$ cat config.mk
export PLATFORM = sky130hd
export DESIGN_NAME = capacitive_touch_detector
export DESIGN_NICKNAME = d
export VERILOG_FILES = /design/src/rtl/touch_pkg.sv /design/src/rtl/scan_tick_gen.sv /design/src/rtl/capacitive_touch_detector.sv
export SDC_FILE = /design/constraint.sdc
export NUM_CORES = 2
export LEC_CHECK = 0
export CAP_MARGIN = 10
export CORE_MARGIN = 8
export CORE_UTILIZATION = 59
export DETAILED_ROUTE_END_ITERATION = 10
export GPL_ROUTABILITY_DRIVEN = 1
export GPL_TIMING_DRIVEN = 1
export PLACE_DENSITY = 0.87
export SYNTH_ARGS = -nofsm -noshare
export SYNTH_HDL_FRONTEND = slang
export SYNTH_SLANG_ARGS = --single-unit
$ cat constraint.sdc
create_clock -name clock -period 9 [get_ports clock]
set_input_delay 0.9 -clock clock [delete_from_list [all_inputs] [get_ports clock]]
set_output_delay 0.9 -clock clock [all_outputs]
set_load 0.03 [all_outputs]
$ cat src/rtl/touch_pkg.sv
// Shared constants for the capacitive touch detector.
// Holds default parameters, reading width and FSM encoding.
package touch_pkg;

    localparam int NUM_PADS_DEF  = 9;
    localparam int SCAN_DIV_DEF  = 50000;
    localparam int CAL_SCANS_DEF = 16;
    localparam int THRESHOLD_DEF = 200;
    localparam int DEBOUNCE_DEF  = 3;

    localparam int RD_W = 32;

    localparam logic [0:0] ST_IDLE = 1'b0;
    localparam logic [0:0] ST_SCAN = 1'b1;

endpackage

$ cat src/rtl/scan_tick_gen.sv
// Free-running scan tick divider.
// Pulses tick once every DIV cycles; restart forces the count back to 0.
module scan_tick_gen
    import touch_pkg::*;
#(
    parameter int DIV = SCAN_DIV_DEF
) (
    input  logic clock,
    input  logic reset,
    input  logic restart,
    output logic tick
);

    localparam int CW = (DIV > 1) ? $clog2(DIV) : 1;

    logic [CW-1:0] cnt_q;
    logic [CW-1:0] cnt_d;

    assign tick = (cnt_q == CW'(DIV - 1));

    always_comb begin
        cnt_d = cnt_q + 1'b1;
        if (restart || tick) begin
            cnt_d = '0;
        end
    end

    always_ff @(posedge clock) begin
        if (reset) begin
            cnt_q <= '0;
        end else begin
            cnt_q <= cnt_d;
        end
    end

endmodule

$ cat src/rtl/capacitive_touch_detector.sv
// Capacitive touch detector: calibrates per-pad baselines, then
// debounces threshold crossings with one shared adder/comparator.
module capacitive_touch_detector
    import touch_pkg::*;
#(
    parameter int NUM_PADS  = NUM_PADS_DEF,
    parameter int SCAN_DIV  = SCAN_DIV_DEF,
    parameter int CAL_SCANS = CAL_SCANS_DEF,
    parameter int THRESHOLD = THRESHOLD_DEF,
    parameter int DEBOUNCE  = DEBOUNCE_DEF
) (
    input  logic                     clock,
    input  logic                     reset,
    input  logic [RD_W*NUM_PADS-1:0] readings,
    input  logic                     recal,
    input  logic [NUM_PADS-1:0]      hit_ack,
    output logic [NUM_PADS-1:0]      touched,
    output logic [NUM_PADS-1:0]      hit_pending,
    output logic                     calibrated,
    output logic                     scan_done
);

    localparam int LG    = $clog2(CAL_SCANS);
    localparam int ACC_W = RD_W + LG;
    localparam int SUM_W = ACC_W + 1;
    localparam int PW    = (NUM_PADS > 1) ? $clog2(NUM_PADS) : 1;
    localparam int DW    = $clog2(DEBOUNCE + 1);
    localparam int CW    = LG + 1;

    logic                tick;
    logic [0:0]          state_q, state_d;
    logic [PW-1:0]       p_q, p_d;
    logic [CW-1:0]       cal_cnt_q, cal_cnt_d;
    logic                calibrated_q, calibrated_d;
    logic                scan_done_q, scan_done_d;
    logic [NUM_PADS-1:0] touched_q, touched_d;
    logic [NUM_PADS-1:0] hit_q, hit_d;
    logic [NUM_PADS-1:0] set_vec;

    logic [RD_W-1:0]  snap_q [NUM_PADS];
    logic [RD_W-1:0]  snap_d [NUM_PADS];
    logic [RD_W-1:0]  base_q [NUM_PADS];
    logic [RD_W-1:0]  base_d [NUM_PADS];
    logic [ACC_W-1:0] acc_q  [NUM_PADS];
    logic [ACC_W-1:0] acc_d  [NUM_PADS];
    logic [DW-1:0]    dbc_q  [NUM_PADS];
    logic [DW-1:0]    dbc_d  [NUM_PADS];

    logic [RD_W-1:0]  cur;
    logic [SUM_W-1:0] op_a, op_b, sum;
    logic [RD_W-1:0]  limit;
    logic [DW-1:0]    dbc_inc;
    logic             raw;
    logic             last_pad;
    logic             last_cal;

    scan_tick_gen #(
        .DIV(SCAN_DIV)
    ) u_tick (
        .clock  (clock),
        .reset  (reset),
        .restart(recal),
        .tick   (tick)
    );

    // One adder serves both accumulation and baseline+threshold.
    always_comb begin
        cur      = snap_q[p_q];
        op_a     = calibrated_q ? SUM_W'(base_q[p_q]) : SUM_W'(acc_q[p_q]);
        op_b     = calibrated_q ? SUM_W'(THRESHOLD) : SUM_W'(cur);
        sum      = op_a + op_b;
        limit    = (|sum[SUM_W-1:RD_W]) ? {RD_W{1'b1}} : sum[RD_W-1:0];
        raw      = cur > limit;
        dbc_inc  = dbc_q[p_q] + 1'b1;
        last_pad = (p_q == PW'(NUM_PADS - 1));
        last_cal = (cal_cnt_q == CW'(CAL_SCANS - 1));
    end

    always_comb begin
        state_d      = state_q;
        p_d          = p_q;
        cal_cnt_d    = cal_cnt_q;
        calibrated_d = calibrated_q;
        scan_done_d  = 1'b0;
        touched_d    = touched_q;
        set_vec      = '0;
        snap_d       = snap_q;
        base_d       = base_q;
        acc_d        = acc_q;
        dbc_d        = dbc_q;

        unique case (state_q)
            ST_IDLE: begin
                if (tick) begin
                    state_d = ST_SCAN;
                    p_d     = '0;
                    for (int i = 0; i < NUM_PADS; i++) begin
                        snap_d[i] = readings[RD_W*i +: RD_W];
                    end
                end
            end
            ST_SCAN: begin
                if (!calibrated_q) begin
                    acc_d[p_q] = sum[ACC_W-1:0];
                    if (last_cal) begin
                        base_d[p_q] = sum[LG +: RD_W];
                    end
                end else if (raw == touched_q[p_q]) begin
                    dbc_d[p_q] = '0;
                end else if (dbc_inc == DW'(DEBOUNCE)) begin
                    dbc_d[p_q]     = '0;
                    touched_d[p_q] = raw;
                    set_vec[p_q]   = raw;
                end else begin
                    dbc_d[p_q] = dbc_inc;
                end

                if (last_pad) begin
                    state_d     = ST_IDLE;
                    p_d         = '0;
                    scan_done_d = 1'b1;
                    if (!calibrated_q) begin
                        cal_cnt_d = cal_cnt_q + 1'b1;
                        if (last_cal) begin
                            calibrated_d = 1'b1;
                        end
                    end
                end else begin
                    p_d = p_q + 1'b1;
                end
            end
            default: state_d = ST_IDLE;
        endcase

        hit_d = (hit_q & ~hit_ack) | set_vec;

        // Baselines survive recal; they are rewritten by the next calibration.
        if (recal) begin
            state_d      = ST_IDLE;
            p_d          = '0;
            cal_cnt_d    = '0;
            calibrated_d = 1'b0;
            scan_done_d  = 1'b0;
            touched_d    = '0;
            hit_d        = '0;
            for (int i = 0; i < NUM_PADS; i++) begin
                acc_d[i] = '0;
                dbc_d[i] = '0;
            end
        end
    end

    always_ff @(posedge clock) begin
        if (reset) begin
            state_q      <= ST_IDLE;
            p_q          <= '0;
            cal_cnt_q    <= '0;
            calibrated_q <= 1'b0;
            scan_done_q  <= 1'b0;
            touched_q    <= '0;
            hit_q        <= '0;
            for (int i = 0; i < NUM_PADS; i++) begin
                snap_q[i] <= '0;
                base_q[i] <= '0;
                acc_q[i]  <= '0;
                dbc_q[i]  <= '0;
            end
        end else begin
            state_q      <= state_d;
            p_q          <= p_d;
            cal_cnt_q    <= cal_cnt_d;
            calibrated_q <= calibrated_d;
            scan_done_q  <= scan_done_d;
            touched_q    <= touched_d;
            hit_q        <= hit_d;
            snap_q       <= snap_d;
            base_q       <= base_d;
            acc_q        <= acc_d;
            dbc_q        <= dbc_d;
        end
    end

    assign touched     = touched_q;
    assign hit_pending = hit_q;
    assign calibrated  = calibrated_q;
    assign scan_done   = scan_done_q;

endmodule

### Yosys cells after proc, flatten, opt, wreduce, memory -nomap -nowiden

Cells that the tools add are included.

* flip-flop bits (word level): 964
* bits in latches: 0
* bits in writable memories: 0
* ROM bits: 0
* bits of input ports: 300
* output and inout bits: 20
* word-level logic and storage cells: 128
* memories kept: 0

* add/subtract/negate cells: 5
* multipliers: 0
* divide/modulo/power cells: 0
* order comparisons: 5
* eq/ne operators: 6
* shifts and indexed selects: 0
* multiplexer cells: 44
* bitwise logic cells: 10
* reductions and logical operators: 14

Operators by type and width (count)
* $bwmux W324: 1
* $bwmux W288: 1
* $bmux W32 S4: 2
* $mux W32: 7
* $bmux W36 S4: 1
* $demux W36 S4: 1
* $mux W36: 4
* $demux W32 S4: 1
* $add A36 B32 Y37: 1
* $mux W18: 2
* $mux W9: 4
* $gt A32 B32 Y1: 1
* $and A18 B18 Y18: 1
* $and A9 B9 Y9: 2
* $bwmux W18: 1
* $not A18 Y18: 1
* $add A16 B1 Y16 const B: 1
* $eq A16 B16 Y1 const B: 1
* $bwmux W9: 1
* $not A9 Y9: 1
* $or A9 B9 Y9: 1
* $bmux W2 S4: 1
* $demux W2 S4: 1
* $mux W4: 2
* other kinds (28): 44

### Longest topological paths before layout

* word-level depth: 15
* gate-level depth with buffers: 34
* gate-level depth less buffers: 27

### By module

A second synthesis with hierarchy kept.

* cells, all modules: 5540
* area, all modules: 44018.5 µm²

By module, submodules not included
* capacitive_touch_detector: times used 1, cells an instance 5460, area each 43275.3 µm², seq. area each 18978.2 µm²
* scan_tick_gen: times used 1, cells an instance 80, area each 743.2 µm², seq. area each 320.3 µm²

### Worst setup path before layout

No wires, ideal clock.

* path kind: register to register
* start: register p_q[0]
* end: register dbc_q[11] (netlist bit)
* setup time: 0.060 ns
* arrival time: 6.912 ns
* required time: 8.940 ns
* setup slack: 2.027 ns
* cell stages (with the launch flop): 31
* path buffers: 8
* period minus slack after synthesis: 6.973 ns
* path through: dfxtp_1 -> buf_2 -> buf_4 -> buf_2 -> buf_2 -> buf_2 -> buf_1 -> mux2_2 -> a22oi_1 -> o22ai_1 -> o21a_1 -> ha_1 -> buf_2 -> nand2_1 -> nor4_4 -> o2111ai_2 -> a31oi_4 -> a21oi_4 -> o41ai_2 -> xnor2_1 -> buf_2 -> nor2_1 -> ha_1 -> and3_1 -> and3_1 -> nand4_1 -> and3_1 -> a21oi_1 -> nand3_1 -> a2111oi_4 -> a41o_1

* word-level cells in the longest chain between the ends: 11
* elaborated cells on any way between the ends: 34
* those cells by class: 2 x add/sub; 3 x order compare; 2 x eq/ne; 22 x mux; 3 x bitwise; 2 x reduce/logical

Ends and longest elaborated chain
* from (decl): RTL line capacitive_touch_detector.sv:32 `logic [PW-1:0] p_q, p_d;`
* from (signal assigned): RTL line capacitive_touch_detector.sv:170 `p_q <= p_d;`
* $not A4 Y5 (implied by the code)
* $bmux W36 S4, or another cell as far along: RTL line capacitive_touch_detector.sv:69 `op_a = calibrated_q ? SUM_W'(base_q[p_q]) : SUM_W'(acc_q[p_q]);`
* $mux W36 (implied by the code), or another cell as far along (2 in series): RTL line capacitive_touch_detector.sv:69
* $mux W36 or $mux W32 (tied branches): RTL line capacitive_touch_detector.sv:69, capacitive_touch_detector.sv:70
* $add A36 B32 Y37: RTL line capacitive_touch_detector.sv:71 `sum = op_a + op_b;`
* $reduce_or A5 Y1: RTL line capacitive_touch_detector.sv:72 `limit = (|sum[SUM_W-1:RD_W]) ? {RD_W{1'b1}} : sum[RD_W-1:0];`
* $mux W32: RTL line capacitive_touch_detector.sv:72
* $gt A32 B32 Y1: RTL line capacitive_touch_detector.sv:73 `raw = cur > limit;`
* $eq A1 B1 Y1: RTL line capacitive_touch_detector.sv:108 `end else if (raw == touched_q[p_q]) begin`
* $mux W18 *: RTL line capacitive_touch_detector.sv:108
* to (signal, indexed assignment): RTL line capacitive_touch_detector.sv:166 `dbc_q[i] <= '0;`
* to (signal assigned): RTL line capacitive_touch_detector.sv:179 `dbc_q <= dbc_d;`
* to (decl): RTL line capacitive_touch_detector.sv:46 `logic [DW-1:0] dbc_q [NUM_PADS];`

Every way passes the cells marked *; elsewhere a longest branch is shown, timed or not. The select of a mux whose other input is x is not followed.
A chain may end at the register's enable or synchronous reset.

### Worst setup path after layout

* start: register p_q[2]
* end: register dbc_q[7] (netlist bit)

The elaborated chain is that of the path after synthesis.

==> impl_metrics.tcl <==
set metrics [dict create \
    grt.overflow.total 0 \
    synth_most_common_cell "nand2_1" \
    drive_gt1_share_pct 8.519 \
    h-tree-depth 3 \
    die_w_um 289.4 \
    syn_avg_cell_area_sq_um 8.004 \
    p_per_area_nw_per_um2 167.9 \
    crit_buf_inv 1 \
    yosys.area.top_type "dfxtp_1" \
    dp_hpwl_mm 94.51 \
    avgViaCountPerCell 6.359 \
    cp_common_cell "a21oi_1" \
    fin_skew_ns 0.03167 \
    wire_per_inst_um 22.27 \
    dieHeight_um 289.4 \
    crit_start "p_q[2]" \
    io_buffers 319 \
    grt_max_degree 255 \
    dieArea_sq_um 83730 \
    syn_inst 5508 \
    grt_antenna_before_repair 5 \
    end_kind "flip-flop" \
    tightest_slew_ns 1.273 \
    setup_viol 0 \
    crit_required_ns 9.59 \
    drcViolationCount 0 \
    status "complete, no violations" \
    nets 5940 \
    post-route-period-util_pct 94.73 \
    ant_nets 0 \
    seq_area_sq_um 19320 \
    fmax_mhz 117.3 \
    slowest_delay_ns 0.97 \
    ys_types 80 \
    multi_input_area_sq_um 22960 \
    slew_headroom_pct 15.10 \
    reg2reg_from "p_q[2]" \
    drt_iter0_drc 5571 \
    clk_latency_ns 0.67 \
    synth_top_area_share_pct 43.77 \
    numCtsBuffers 95 \
    final_cell_count_no_fill 6619 \
    syn2layout_area_growth_pct 15.66 \
    crit_type "reg -> reg" \
    syn-cell-area_sq_um 44090 \
    num_rows 100 \
    netlist_top_cells_area "dfxtp_1 44%, nand2_1 12%, a21oi_1 11%" \
    final.min_clock_period_ns 8.526 \
    critPathMaxFanout 33 \
    fillers 5661 \
    wirelength_mm 147.4 \
    min_path_type "reg -> reg" \
    synth-edff-count 0 \
    grt_pass1_wl_mm 226.1 \
    startpoint_type "flip-flop" \
    ys_seq_elements 964 \
    cts.root.buffer_cell "clkbuf_16" \
    setup_tns_ns 0 \
    synth_common_cells "1412 x nand2_1, 997 x a21oi_1, 964 x dfxtp_1, 455 x nor2_1, 377 x clkbuf_1" \
    initial_core_util_pct 59.42 \
    fp.coreArea_sq_um 74200 \
    rsz0062_at_grt "false" \
    hold_viol_final 0 \
    cts_setup_buffers 0 \
    crit_arrival_ns 9.12 \
    crit_chain "buf_12 -> mux2i_1 -> nor2_1 -> a21oi_1 -> o22ai_1 -> or2_2 -> ha_1 -> a21oi_1 -> o21ai_1 -> a22oi_2 -> a31oi_4 -> a2111oi_2 -> nor3_1 -> xnor2_2 -> nor2_1 -> ha_1 -> and4_1 -> and3_1 -> nand4_1 -> and3_1 -> a21oi_1 -> nand3_1 -> a2111oi_4 -> a41o_1" \
    slew_violations 0 \
    min-delay-start "base_q[84]" \
    crit_slowest_cell "xnor2_2" \
    clk_path_buf_depth 3 \
    top_level_ports 320 \
    seq_area_frac_synth_pct 43.77 \
    clkSinkCount 964 \
    dp_cells 6439 \
    clkTransAtPathRegs_ns 0.06 \
    critPathTopFamily "compound AO/OA/AOI/OAI gates" \
    firstDrtPassIters 6 \
    grt_pass1_vias 40686 \
    cts_tree "yes" \
    yosys_warnings 0 \
    cap_violations 0 \
    grt_util_all_layers_pct 34.09 \
    synthFlopType "dfxtp_1" \
    leakage_nw 16.49 \
    ir_drop_mv 0.1585 \
    num_vias 42087 \
    synth_nets 5881 \
    gp_congestion 0.9585 \
    synthArstFlopShare_pct 0 \
]
==> cells in the final DEF (no fill, tap or decap), drive strengths merged, types with 24 or more instances in the layout <==
cell type	synthesis	layout
o22ai	65	65
inv	22	24
nand2	1413	1413
dfxtp	964	964
nand3	101	101
o221ai	32	32
clkbuf	378	143
buf	93	115
o21a	36	36
clkdlybuf4s50	0	318
a22oi	32	32
mux2	35	35
mux4	105	105
a21oi	1000	1000
nand3b	38	38
ha	72	72
a211oi	57	57
nor2	456	456
nor2b	60	60
o21ai	159	159
xnor2	28	28
mux2i	169	169
==> cell families after synthesis <==
family,count (synthesis),synth area share [%]
mux,309,10.09
fa+ha+maj,73,2.089
flops,964,43.77
simple gates,2164,20.02
xor+xnor,48,1.022
compound gates,1457,18.61
buf+inv,493,4.393
==> timing repair <==
| item | 4_1_cts | 5_1_grt |
|---|---|---|
| gates resized for setup | 0 | 1 |
| hold buffers | 0 | 0 |
| endpoints found under the setup margin | 0 | 9 |
| endpoints found under the hold margin | 0 | 0 |
==> flip-flops by register name (all words and copies together) (netlist names) <==
register      count
hit_pending       9
acc_q           324
p_q               4
dbc_q            18
u_tick.cnt_q     16
scan_done         1
calibrated        1
state_q           1
cal_cnt_q         5
touched           9
snap_q          288
base_q          288
==> through the flow <==
step / setup slack, ns / hold WS [ns] / area [sq um] / util [%] / power [mW]
2_1_floorplan: 2.027 / 0.4179 / 44090 / - / 4.425
3_3_place_gp: 0.8297 / 0.4298 / 47770 / 64.39 / 4.568
3_5_place_dp: 0.7285 / 0.4433 / 47770 / 64.39 / 4.568
4_1_cts: 0.6640 / 0.4527 / 50980 / 68.71 / 8.565
5_1_grt: 0.08250 / 0.4663 / 50990 / 68.72 / 8.749
6_report: 0.4741 / 0.4526 / 50990 / 68.73 / 8.562
==> worst register-to-register path, cell delays in order (launching register included) <==
cell,delay [ns]
dfxtp_4,0.82
buf_12,0.40
mux2i_1,0.24
nor2_1,0.05
a21oi_1,0.55
o22ai_1,0.27
or2_2,0.35
ha_1,0.38
a21oi_1,0.19
o21ai_1,0.12
a22oi_2,0.29
a31oi_4,0.18
a2111oi_2,0.43
nor3_1,0.15
xnor2_2,0.97
nor2_1,0.10
ha_1,0.34
and4_1,0.19
and3_1,0.20
nand4_1,0.14
and3_1,0.22
a21oi_1,0.59
nand3_1,0.28
a2111oi_4,0.73
a41o_1,0.28
==> final timing paths <==
kind | to | slack, ns | cells after the start
worst max-delay path | dbc_q[7] | 0.47 | 24
worst min-delay path | base_q[84] | 0.45 | 2
worst max register to register | dbc_q[7] | 0.47 | 24
worst min register to register | base_q[84] | 0.45 | 2
==> layer usage <==
metal	global-route usage, %	part of all wire (%)	routed length (um)
met1	42.33	36	53610
met4	20.97	6.7	9947
met2	53.48	45	66050
met5	0	0.018	27
met3	8.084	12	17790
==> final cells by class <==
type                       instances  area share (%)
multi-input combinational       4051           45.03
timing repair buffer             433           8.244
clock inverter                    33          0.6944
antenna                            4         0.01963
sequential                       964           37.88
inverter                          22          0.1619
clock buffer                     143           5.594
tap                              969           2.378
==> power by group <==
group	switching (mW)	internal, mW
combinational	0.0906	0.121
sequential	0.000335	4.26
clock	1.72	2.37
Power figures use the tool's default switching activity.
